[config.mk]
export PLATFORM = sky130hd
export DESIGN_NAME = rd_fifo_uart_tx
export DESIGN_NICKNAME = d
export VERILOG_FILES = /design/src/rtl/rd_fifo_uart_tx.sv
export SDC_FILE = /design/constraint.sdc
export NUM_CORES = 1
export LEC_CHECK = 0
export ABC_CLOCK_PERIOD_IN_PS = 1850
export BUFFER_PORTS_ARGS = -buffer_cell sky130_fd_sc_hd__buf_2
export CAP_MARGIN = 5
export CORE_MARGIN = 2
export CORE_UTILIZATION = 40
export DETAILED_ROUTE_END_ITERATION = 8
export PLACE_DENSITY = 0.66
export SYNTH_ARGS = -nofsm -noshare
export SYNTH_HDL_FRONTEND = slang
export SYNTH_SLANG_ARGS = --single-unit
[constraint.sdc]
create_clock -name sys_clk -period 1.85 [get_ports sys_clk]
set_input_delay 0.2775 -clock sys_clk [delete_from_list [all_inputs] [get_ports sys_clk]]
set_output_delay 0.2775 -clock sys_clk [all_outputs]
set_load 0.02 [all_outputs]
[src/rtl/rd_fifo_uart_tx.sv]
`default_nettype none
// ============================================================================
//  Module      : rd_fifo_uart_tx
//  Description : Drains one BURST_LEN-word frame from the SDRAM read FIFO and
//                streams each 16-bit word to uart_tx as two bytes.
//  Revision    : 1.0 - initial release
// ============================================================================
module rd_fifo_uart_tx #(
    parameter int unsigned BURST_LEN = 10,
    parameter bit          MSB_FIRST = 1'b1
) (
    input  logic        sys_clk,
    input  logic        sys_rst,
    input  logic [9:0]  rd_fifo_num,
    input  logic [15:0] rd_fifo_rd_data,
    output logic        rd_fifo_rd_req,
    output logic        read_valid,
    input  logic        tx_ready,
    output logic [7:0]  tx_data,
    output logic        tx_flag,
    output logic        frame_done
);

    localparam logic [2:0] c_IDLE  = 3'd0;
    localparam logic [2:0] c_POP   = 3'd1;
    localparam logic [2:0] c_LATCH = 3'd2;
    localparam logic [2:0] c_SEND0 = 3'd3;
    localparam logic [2:0] c_HOLD0 = 3'd4;
    localparam logic [2:0] c_SEND1 = 3'd5;
    localparam logic [2:0] c_HOLD1 = 3'd6;
    localparam logic [2:0] c_DONE  = 3'd7;

    localparam logic [9:0] c_BURST_LEN = 10'(BURST_LEN);
    localparam logic [9:0] c_LAST_WORD = 10'(BURST_LEN - 1);

    logic [2:0]  r_state;
    logic [9:0]  r_word_cnt;
    logic [15:0] r_word_reg;
    logic        r_rd_req;
    logic        r_read_valid;
    logic [7:0]  r_tx_data;
    logic        r_tx_flag;
    logic        r_frame_done;

    logic [7:0]  w_first_byte;
    logic [7:0]  w_second_byte;

    // The first byte comes straight off the FIFO output, which stays stable
    // until the next pop; the second byte comes from the captured word.
    generate
        if (MSB_FIRST) begin : g_msb_first
            assign w_first_byte  = rd_fifo_rd_data[15:8];
            assign w_second_byte = r_word_reg[7:0];
        end else begin : g_lsb_first
            assign w_first_byte  = rd_fifo_rd_data[7:0];
            assign w_second_byte = r_word_reg[15:8];
        end
    endgenerate

    always_ff @(posedge sys_clk) begin
        if (sys_rst) begin
            r_state      <= c_IDLE;
            r_word_cnt   <= '0;
            r_word_reg   <= '0;
            r_rd_req     <= 1'b0;
            r_read_valid <= 1'b1;
            r_tx_data    <= '0;
            r_tx_flag    <= 1'b0;
            r_frame_done <= 1'b0;
        end else begin
            r_rd_req     <= 1'b0;
            r_tx_flag    <= 1'b0;
            r_frame_done <= 1'b0;
            case (r_state)
                c_IDLE: begin
                    r_read_valid <= 1'b1;
                    if (rd_fifo_num >= c_BURST_LEN) begin
                        r_read_valid <= 1'b0;
                        r_state      <= c_POP;
                    end
                end
                c_POP: begin
                    if (rd_fifo_num != 10'd0) begin
                        r_rd_req <= 1'b1;
                        r_state  <= c_LATCH;
                    end
                end
                // Pop is presented to the FIFO here; its data appears next cycle.
                c_LATCH: r_state <= c_SEND0;
                c_SEND0: begin
                    if (tx_ready) begin
                        r_tx_flag  <= 1'b1;
                        r_tx_data  <= w_first_byte;
                        r_word_reg <= rd_fifo_rd_data;
                        r_state    <= c_HOLD0;
                    end
                end
                c_HOLD0: r_state <= c_SEND1;
                c_SEND1: begin
                    if (tx_ready) begin
                        r_tx_flag <= 1'b1;
                        r_tx_data <= w_second_byte;
                        r_state   <= c_HOLD1;
                    end
                end
                c_HOLD1: begin
                    if (r_word_cnt == c_LAST_WORD) begin
                        r_word_cnt <= '0;
                        r_state    <= c_DONE;
                    end else begin
                        r_word_cnt <= r_word_cnt + 10'd1;
                        r_state    <= c_POP;
                    end
                end
                c_DONE: begin
                    r_frame_done <= 1'b1;
                    r_read_valid <= 1'b1;
                    r_state      <= c_IDLE;
                end
                default: r_state <= c_IDLE;
            endcase
        end
    end

    assign rd_fifo_rd_req = r_rd_req;
    assign read_valid     = r_read_valid;
    assign tx_data        = r_tx_data;
    assign tx_flag        = r_tx_flag;
    assign frame_done     = r_frame_done;

endmodule
`default_nettype wire
Word-level counts from Yosys, hierarchy flattened --
Index checks and enable logic that the tools add are counted.
Word-level totals: bits in registers 33, input port bits 29, logic and storage cells 49
Cells by class: add/sub/neg operators 1, magnitude comparators 1, eq/ne operators 12, multiplexer cells 15, bitwise gates (word level) 2, reduce and logical (&&, ||, !) cells 10
Operator list (count):
- 3-bit case mux with 8 select lines | 1
- 8-bit 2-to-1 mux | 2
- 8-bit case mux with 2 select lines | 1
- 3-bit 2-to-1 mux | 5
- 3-bit == test (second input constant) | 4
- 10-bit by 1-bit adder with 10-bit output (second input constant) | 1
- 10-bit by 4-bit == test with 1-bit output (second input constant) | 1
- 10-bit by 4-bit greater-or-equal comparator with 1-bit output (second input constant) | 1
- 10-bit 2-to-1 mux | 1
- 10-bit nonzero test | 1
- 2-bit inequality test (second input constant) | 4
- 3-bit by 2-bit == test with 1-bit output (second input constant) | 2
- 2-bit OR reduction | 3
- 1-bit 2-to-1 mux | 4
- 4-bit AND reduction | 1
- 2-bit nonzero test | 2
- 3-bit by 1-bit == test with 1-bit output (second input constant) | 1
- 3-bit logical NOT | 1
- 3-bit AND reduction | 1
- 1-bit inverter | 2
- 1-bit case mux with 2 select lines | 1
- 2-bit AND reduction | 1

Longest topological paths before layout --
Gate-level depths: netlist of run 1.
depth in word-level cells 4, mapped depth 6, mapped depth without buffers 6

Least setup slack after synthesis of run 1 --
Ideal clock, no wire load.
path kind reg2reg, from register r_word_cnt[0], to register r_word_cnt[1], library setup time 0.138 ns, data arrival time 1.326 ns, required time 1.712 ns, path slack 0.387 ns, stages on the path, launching flop included 6, path through dfxtp_1 ha_1 nor4b_2 nand4_2 o31ai_4 a211oi_1
On the way: cells in the longest elaborated chain, start to end 2, elaborated cells on any way between the ends 3, those cells by class add/sub: 1; eq/ne: 1; mux: 1
RTL lines:
- start, declared | line 37 | logic [9:0] r_word_cnt;
- start signal, assigned | line 111 | r_word_cnt <= r_word_cnt + 10'd1;
- 10-bit by 1-bit adder with 10-bit output or 10-bit by 4-bit == test with 1-bit output (tied branches) | line 111, 107
- 10-bit 2-to-1 mux * | line 107 | if (r_word_cnt == c_LAST_WORD) begin
Every way passes the cells marked *; elsewhere a longest branch is shown, timed or not. A chain may end at the register's enable or synchronous reset.

Worst setup path after layout of run 1 --
from register r_state[1], to register r_word_cnt[9]
On the way: cells in the longest elaborated chain, start to end 1
RTL lines:
- start, declared | line 36 | logic [2:0] r_state;
- start signal, assigned | line 62 | r_state <= c_IDLE;
- start signal, assigned | line 79 | r_state <= c_POP;
- start signal, assigned | line 85 | r_state <= c_LATCH;
- 3-bit == test | line 74 | case (r_state)
No other way between the ends.

==> key figures, run 1 <==
Clock network
  – Post-CTS setup buffer count: 0
  – # resized after CTS: 0
  – Clock-pin slew on the worst setup and hold paths: 0.07 ns
  – Hold bufs inserted after CTS: 0
  – Number of sinks driven by the clock tree: 33
  – Clock buffer depth: 2
  – Clk_lat worst skew: 0.29 ns
  – Number of H-tree levels: 2
  – CTS Root Buffer Type: sky130_fd_sc_hd__clkbuf_8
  – Cts bufs inserted: 5
  – CTS tree: built

STA
  – F_max: 0.603 GHz
  – Max-slew violation total from the final report: 0
  – WHS: 0.218 ns
  – Post-route clock period utilization: 89.6%
  – Worst relative slew slack: 69.5%
  – Aggregate negative setup slack: 0 ns
  – Period minus WS final: 1.66 ns
  – Unrepaired setup endpoints after global routing: no
  – Total count of hold-check failures in the final report: 0
  – Clk_skew: 0.00366 ns
  – Final Setup Violations: 0
  – Transition at the pin with the smallest max-transition slack: 0.457 ns

Cells and area
  – Top library cells by usage in the layout, fill and taps aside: sky130_fd_sc_hd__buf_2 (40), sky130_fd_sc_hd__dfxtp_1 (32), sky130_fd_sc_hd__nor2_1 (24)
  – Fill cells: 386
  – FF+latch area: 662 sq um
  – Total area of multi-input combinational cells: 812 sq um
  – Max FFs per register: 10
  – Diodes inserted: 0
  – Layout overhead on the synthesized area: 20.5%
  – Final net count: 245
  – Final standard cell utilization of the core: 50.6%
  – Most common cell after layout, fill and taps aside: sky130_fd_sc_hd__buf_2
  – Fraction of final layout cells with drive strength greater than 1: 27.9%

Yosys
  – Netlist cell types: 43
  – Count of state elements after synthesis: 33
  – Net count after synthesis: 203
  – Number of instances in the synthesized netlist: 172
  – Yosys Warn Count: 0
  – Average cell area after synthesis: 9.01 sq um
  – Synth Cell Area: 1550 sq um
  – Sequential area share after synthesis: 42.6%

Job
  – Count of max-cap constraint violations: 0

Detailed routing
  – Routed WL per cell: 11.4 microns
  – Post-detailed-route count of antenna-violating nets: 0
  – Post-route DRC: 0
  – Iteration count of the initial detailed-routing pass: 4
  – Iteration-0 DRC Markers: 57
  – Count of vias placed by the detailed router: 1310
  – DR vias/cell: 4.98
  – Total wire length after detailed routing: 3000 microns

Placement
  – Number of port buffers: 40
  – HPWL reported at the end of detailed placement: 2190 microns
  – Routability cong.: 0.811

Critical path
  – Crit path required time: 2.07 ns
  – Nature of the critical path startpoint: flip-flop
  – Cell Chain, Critical Path: and3b_1 > nand2_2 > or3_1 > a21oi_1
  – Crit path kind: reg2reg
  – Reg2reg path depth: 4
  – Setup slack, reg-to-reg: 0.19 ns
  – Crit path to: r_word_cnt[9]$_SDFFE_PP0P_
  – Critical path's slowest cell: sky130_fd_sc_hd__dfxtp_1
  – Endpoint class of the critical path: flip-flop
  – Worst flop-to-flop path endpoint: r_word_cnt[9]$_SDFFE_PP0P_
  – Highest cell delay on the worst timing path: 0.60 ns
  – Endpoint arrival time on the critical path: 1.88 ns
  – Launching point of the worst reg2reg path: r_state[1]$_SDFFE_PP0P_
  – Source of the critical timing path: r_state[1]$_SDFFE_PP0P_
  – Maximum fanout encountered on the critical timing path: 14

GRT
  – Total Routing Usage GR: 16.2%
  – GR Overflow Total: 0
  – Wire length of the first global-routing pass: 5350 microns
  – Pin count of the biggest net entering global routing: 24
  – Number of antenna violations at the first check in global routing: 0
  – Vias in the first global route: 1234

Floorplan
  – Total I/O pin count: 41
  – Die outline height: 66.2 microns
  – Initial Util: 42.0%
  – Overall die area: 4390 sq um
  – Floorplan Core Area: 3690 sq um
  – Die Span X: 66.2 microns
  – Site row count: 22

Power and ir drop
  – Power share of the clock group: 36.7%
  – Largest voltage drop on the vdd net: 0.394 mV
  – Switching power as a share of total power: 27.1%
  – PwrDens: 791 nW/um^2
  – Leakage power total: 0.794 nW
  – Int Power: 1.08 mW
  – P_sw: 0.399 mW
  – Seq pwr share: 52.1%
  – Total power of the final layout: 1.48 mW
  – Relative contribution of combinational cells to total power: 11.2%

Worst hold path
  – Class of the tightest hold or removal check: in2reg

Run status
  – Status: complete, no violations
## metrics by stage
step	std cells	setup slack (ns)	area, sq um
3_3_place_gp	255	0.205	1770
4_1_cts	263	0.168	1870
6_report	263	0.192	1870
2_1_floorplan	172	0.387	1550
3_5_place_dp	255	0.187	1770
5_1_grt	263	0.0370	1870
## per-layer routing
layer	share of wire, %	global-route usage, %	vias to the layer above
met5	0	0	-
met4	2.5	9.18	0
met3	5.3	4.60	8
met2	45	24.6	23
met1	48	20.3	582
li1	-	-	697
## power by group through the flow
stage | Combinational (mW) | Clock (mW) | Sequential (mW)
floorplan | 0.111 | 0 | 0.784
global route | 0.187 | 0.587 | 0.775
global placement | 0.166 | 0 | 0.784
finish | 0.165 | 0.542 | 0.769
CTS | 0.168 | 0.563 | 0.768
detailed placement | 0.168 | 0 | 0.785
## synthesized netlist by cell type (all sizes together)
cell type	count	area, sq um
dfxtp	33	661
nor2	24	90.1
nand2	21	83.8
a21oi	11	55.1
a211oi	9	72.6
mux2i	8	80.1
xor2	8	70.1
buf	7	57.6
nand3	5	25.0
and3	4	25.0
o21ai	4	20.0
inv	3	11.3
nand4	3	25.0
nor3b	3	27.5
clkbuf	2	7.51
ha	2	25.0
nand3b	2	15.0
o211ai	2	15.0
o21a	2	15.0
or3	2	12.5
a2111oi	1	8.76
a211o	1	8.76
a22oi	1	7.51
a31oi	1	6.26
and2	1	6.26
and3b	1	8.76
and4	1	8.76
and4b	1	10.0
nand2b	1	6.26
nand4b	1	8.76
nor3	1	5.00
nor4	1	6.26
nor4b	1	15.0
o21ba	1	10.0
o31ai	1	21.3
o41ai	1	8.76
xnor2	1	8.76
## cell type report
cell class / instances / area share [%]
Tap cell: 48 / 3.22
Multi-Input combinational cell: 127 / 43.5
Timing Repair Buffer: 44 / 12.3
Clock buffer: 5 / 3.69
Sequential cell: 33 / 35.5
Clock inverter: 3 / 1.21
Inverter: 3 / 0.603
## critical path, delay by kind of cell (launching register included)
family,cells,cell delay [ns]
flops,1,0.60
compound gates,1,0.14
simple gates,3,0.85
## worst min-delay path by stage
| stage | slack (ns) | start | end | cells past startpoint |
|---|---|---|---|---|
| final | 0.22 | rd_fifo_rd_data[0] | r_word_reg[0]$_SDFFE_PP0P_ | 3 |
| after global routing | 0.21 | rd_fifo_rd_data[5] | r_word_reg[5]$_SDFFE_PP0P_ | 3 |
| after floorplan | 0.37 | sys_rst | rd_fifo_rd_req$_SDFF_PP0_ | 1 |
| after CTS | 0.21 | rd_fifo_rd_data[5] | r_word_reg[5]$_SDFFE_PP0P_ | 3 |
| after global placement | 0.44 | r_word_reg[1]$_SDFFE_PP0P_ | r_word_reg[1]$_SDFFE_PP0P_ | 2 |
| after detailed placement | 0.45 | r_word_reg[1]$_SDFFE_PP0P_ | r_word_reg[1]$_SDFFE_PP0P_ | 2 |
## cell families after synthesis
logic type      count (synthesis)  synth area share (%)
mux                             8                  5.17
buf+inv                        12                  4.93
simple gates                   73                  24.5
xor+xnor                        9                  5.09
flops                          33                  42.6
fa+ha+maj                       2                  1.62
compound gates                 35                  16.1
(Power assumes the default switching activity.)
==> run 2: changes to the inputs <==
--- a/config.mk
+++ b/config.mk
@@ -6,7 +6,7 @@
 export NUM_CORES = 1
 export LEC_CHECK = 0
 export ABC_CLOCK_PERIOD_IN_PS = 1850
-export BUFFER_PORTS_ARGS = -buffer_cell sky130_fd_sc_hd__buf_2
+export BUFFER_PORTS_ARGS = -buffer_cell sky130_fd_sc_hd__clkbuf_2
 export CAP_MARGIN = 5
 export CORE_MARGIN = 2
 export CORE_UTILIZATION = 40
==> run 2 against run 1 <==
- worst hold slack worse by 0.0073 ns
- non-clock buffer count is 1 higher
- sequential share of layout area is 0.38 points lower
- routed wire length is 0.47% lower
- via count is 0.53% higher
- die area stayed put
- largest cell class unchanged
==> key figures, run 2 (same netlist as run 1, synthesis figures left out) <==
Worst hold path
  – Source of the worst hold timing path: rd_fifo_rd_data[0]
  – Class of the tightest hold or removal check: in2reg

GRT
  – Number of antenna violations at the first check in global routing: 0 (unchanged)
  – Wire length of the first global-routing pass: 5380 microns (+0.65%)
  – Pin count of the biggest net entering global routing: 18 (-25%)
  – GR Overflow Total: 0 (unchanged)
  – Total Routing Usage GR: 15.9% (-0.22 points)
  – Vias in the first global route: 1285 (+4.1%)

Clock network
  – CTS Root Buffer Type: sky130_fd_sc_hd__clkbuf_8
  – # resized after CTS: 0 (unchanged)
  – Number of H-tree levels: 2 (unchanged)
  – Clock buffer depth: 2 (unchanged)
  – Hold bufs inserted after CTS: 0 (unchanged)
  – Clk_lat worst skew: 0.28 ns (about the same)
  – Number of sinks driven by the clock tree: 33 (unchanged)
  – CTS tree: built
  – Post-CTS setup buffer count: 0 (unchanged)
  – Cts bufs inserted: 5 (unchanged)
  – Clock-pin slew on the worst setup and hold paths: 0.07 ns (about the same)

STA
  – Clk_skew: 0.00757 ns (+0.00391 ns)
  – Total count of hold-check failures in the final report: 0 (unchanged)
  – Final Setup Violations: 0 (unchanged)
  – F_max: 0.602 GHz (-0.22%)
  – Period minus WS final: 1.66 ns (+0.00364 ns)
  – Post-route clock period utilization: 89.8% (+0.20 points)
  – Transition at the pin with the smallest max-transition slack: 0.483 ns (+0.0264 ns)
  – Max-slew violation total from the final report: 0 (unchanged)
  – Worst relative slew slack: 67.8% (-1.7 points)
  – Aggregate negative setup slack: 0 ns (unchanged)
  – Unrepaired setup endpoints after global routing: no

Cells and area
  – Non-filler cells, final: 263 (unchanged)
  – Layout overhead on the synthesized area: 21.8%
  – Final net count: 246 (+0.41%)
  – Diodes inserted: 0 (unchanged)
  – Top library cells by usage in the layout, fill and taps aside: sky130_fd_sc_hd__clkbuf_2 (40), sky130_fd_sc_hd__dfxtp_1 (32), sky130_fd_sc_hd__nor2_1 (24)
  – Fill cells: 375 (-2.8%)
  – Max FFs per register: 10 (unchanged)
  – Final Instance Area: 1890 sq um (+1.1%)
  – Fraction of final layout cells with drive strength greater than 1: 27.9% (unchanged)
  – Final standard cell utilization of the core: 51.2% (+0.54 points)
  – Most common cell after layout, fill and taps aside: sky130_fd_sc_hd__clkbuf_2

Floorplan
  – Site row count: 22 (unchanged)
  – Die outline height: 66.2 microns (unchanged)
  – Initial Util: 42.0% (unchanged)
  – Overall die area: 4390 sq um (unchanged)
  – Floorplan Core Area: 3690 sq um (unchanged)
  – Die Span X: 66.2 microns (unchanged)
  – Total I/O pin count: 41 (unchanged)

Detailed routing
  – Routed length on met2: 1350 microns (+0.52%)
  – Total wire length after detailed routing: 2990 microns (-0.47%)
  – Post-route DRC: 0 (unchanged)
  – Routed WL per cell: 11.4 microns (-0.47%)
  – Iteration count of the initial detailed-routing pass: 4 (unchanged)
  – Met3 Routed Length: 153 microns (-3.2%)
  – Met1 routed wirelength after detailed routing: 1450 microns (+1.6%)
  – Top layer reached by signal wires: met4
  – DR vias/cell: 5.01 (+0.53%)
  – Iteration-0 DRC Markers: 80 (+40%)
  – Count of vias placed by the detailed router: 1317 (+0.53%)
  – Post-detailed-route count of antenna-violating nets: 0 (unchanged)

Power and ir drop
  – PwrDens: 837 nW/um^2 (+5.8%)
  – Seq pwr share: 48.7% (-3.4 points)
  – Leakage power total: 0.814 nW (+2.5%)
  – Power share of the clock group: 40.6% (+3.9 points)
  – P_sw: 0.373 mW (-6.6%)
  – Switching power as a share of total power: 23.6% (-3.4 points)
  – Largest voltage drop on the vdd net: 0.531 mV (+35%)
  – Int Power: 1.21 mW (+12%)
  – Relative contribution of combinational cells to total power: 10.6% (-0.6 points)

Placement
  – Post-placement cell area: 1780 sq um (+0.42%)
  – HPWL reported at the end of detailed placement: 2250 microns (+3.2%)
  – Dpl cells: 256 (+0.39%)
  – Number of port buffers: 40 (unchanged)
  – Routability cong.: 0.822 (+1.2%)

Run status
  – Status: complete, no violations

Critical path
  – Endpoint arrival time on the critical path: 1.88 ns (about the same)
  – Endpoint class of the critical path: flip-flop
  – Source of the critical timing path: r_state[1]$_SDFFE_PP0P_
  – Highest cell delay on the worst timing path: 0.60 ns (about the same)
  – Cell Chain, Critical Path: and3b_1 > nand2_2 > or3_1 > a21oi_1
  – Buf/Inv on CP: 0 (unchanged)
  – Critical path's slowest cell: sky130_fd_sc_hd__dfxtp_1
  – Crit-path leading delay family: simple AND/OR/NAND/NOR gates
  – Maximum fanout encountered on the critical timing path: 14 (unchanged)
  – Crit path required time: 2.06 ns (about the same)
  – Crit path kind: reg2reg
  – Launching point of the worst reg2reg path: r_state[1]$_SDFFE_PP0P_
  – Nature of the critical path startpoint: flip-flop

Job
  – Count of max-cap constraint violations: 0 (unchanged)
## run 2: worst reg2reg max path, delay by kind of cell, from the launching register on
family,cells,cell delay [ns]
AND/OR/NAND/NOR,3,0.86
flip-flops,1,0.60
AO/OA/AOI/OAI,1,0.14
## run 2: metrics by stage
step | hold WS (ns) | setup WS, ns | power (mW)
final | 0.211 | 0.188 | 1.58
after detailed placement | 0.446 | 0.202 | 0.954
after global routing | 0.216 | 0.0408 | 1.65
after global placement | 0.443 | 0.216 | 0.952
after floorplan | 0.367 | 0.387 | 0.896
after CTS | 0.204 | 0.166 | 1.59
## run 2: metal layers
layer / global-route usage, % / up-vias
met5: 0 / -
met4: 6.12 / 0
met3: 4.94 / 5
met2: 25.4 / 28
met1: 20.0 / 589
li1: - / 695
## run 2: layout make-up
type	instances	area (sq um)	area share [%]
multi-input cells	127	812	43.0
flip-flops and latches	33	662	35.1
repair buffers	45	238	12.6
clock buffers	5	68.8	3.65
well taps	48	60.1	3.18
clock inverters	2	35.0	1.86
inverters	3	11.3	0.597
## run 2: final timing paths
check                                to  slack (ns)  depth (start not counted)
max          r_word_cnt[9]$_SDFFE_PP0P_        0.19                          4
max reg2reg  r_word_cnt[9]$_SDFFE_PP0P_        0.19                          4
min reg2reg  r_word_reg[2]$_SDFFE_PP0P_        0.46                          2
min          r_word_reg[0]$_SDFFE_PP0P_        0.21                          3
## run 2: power by group through the flow
stage / combinational (mW) / sequential [mW] / clock, mW
2_1_floorplan: 0.111 / 0.784 / 0
3_3_place_gp: 0.168 / 0.784 / 0
3_5_place_dp: 0.169 / 0.785 / 0
4_1_cts: 0.170 / 0.769 / 0.654
5_1_grt: 0.189 / 0.775 / 0.683
6_report: 0.168 / 0.770 / 0.641
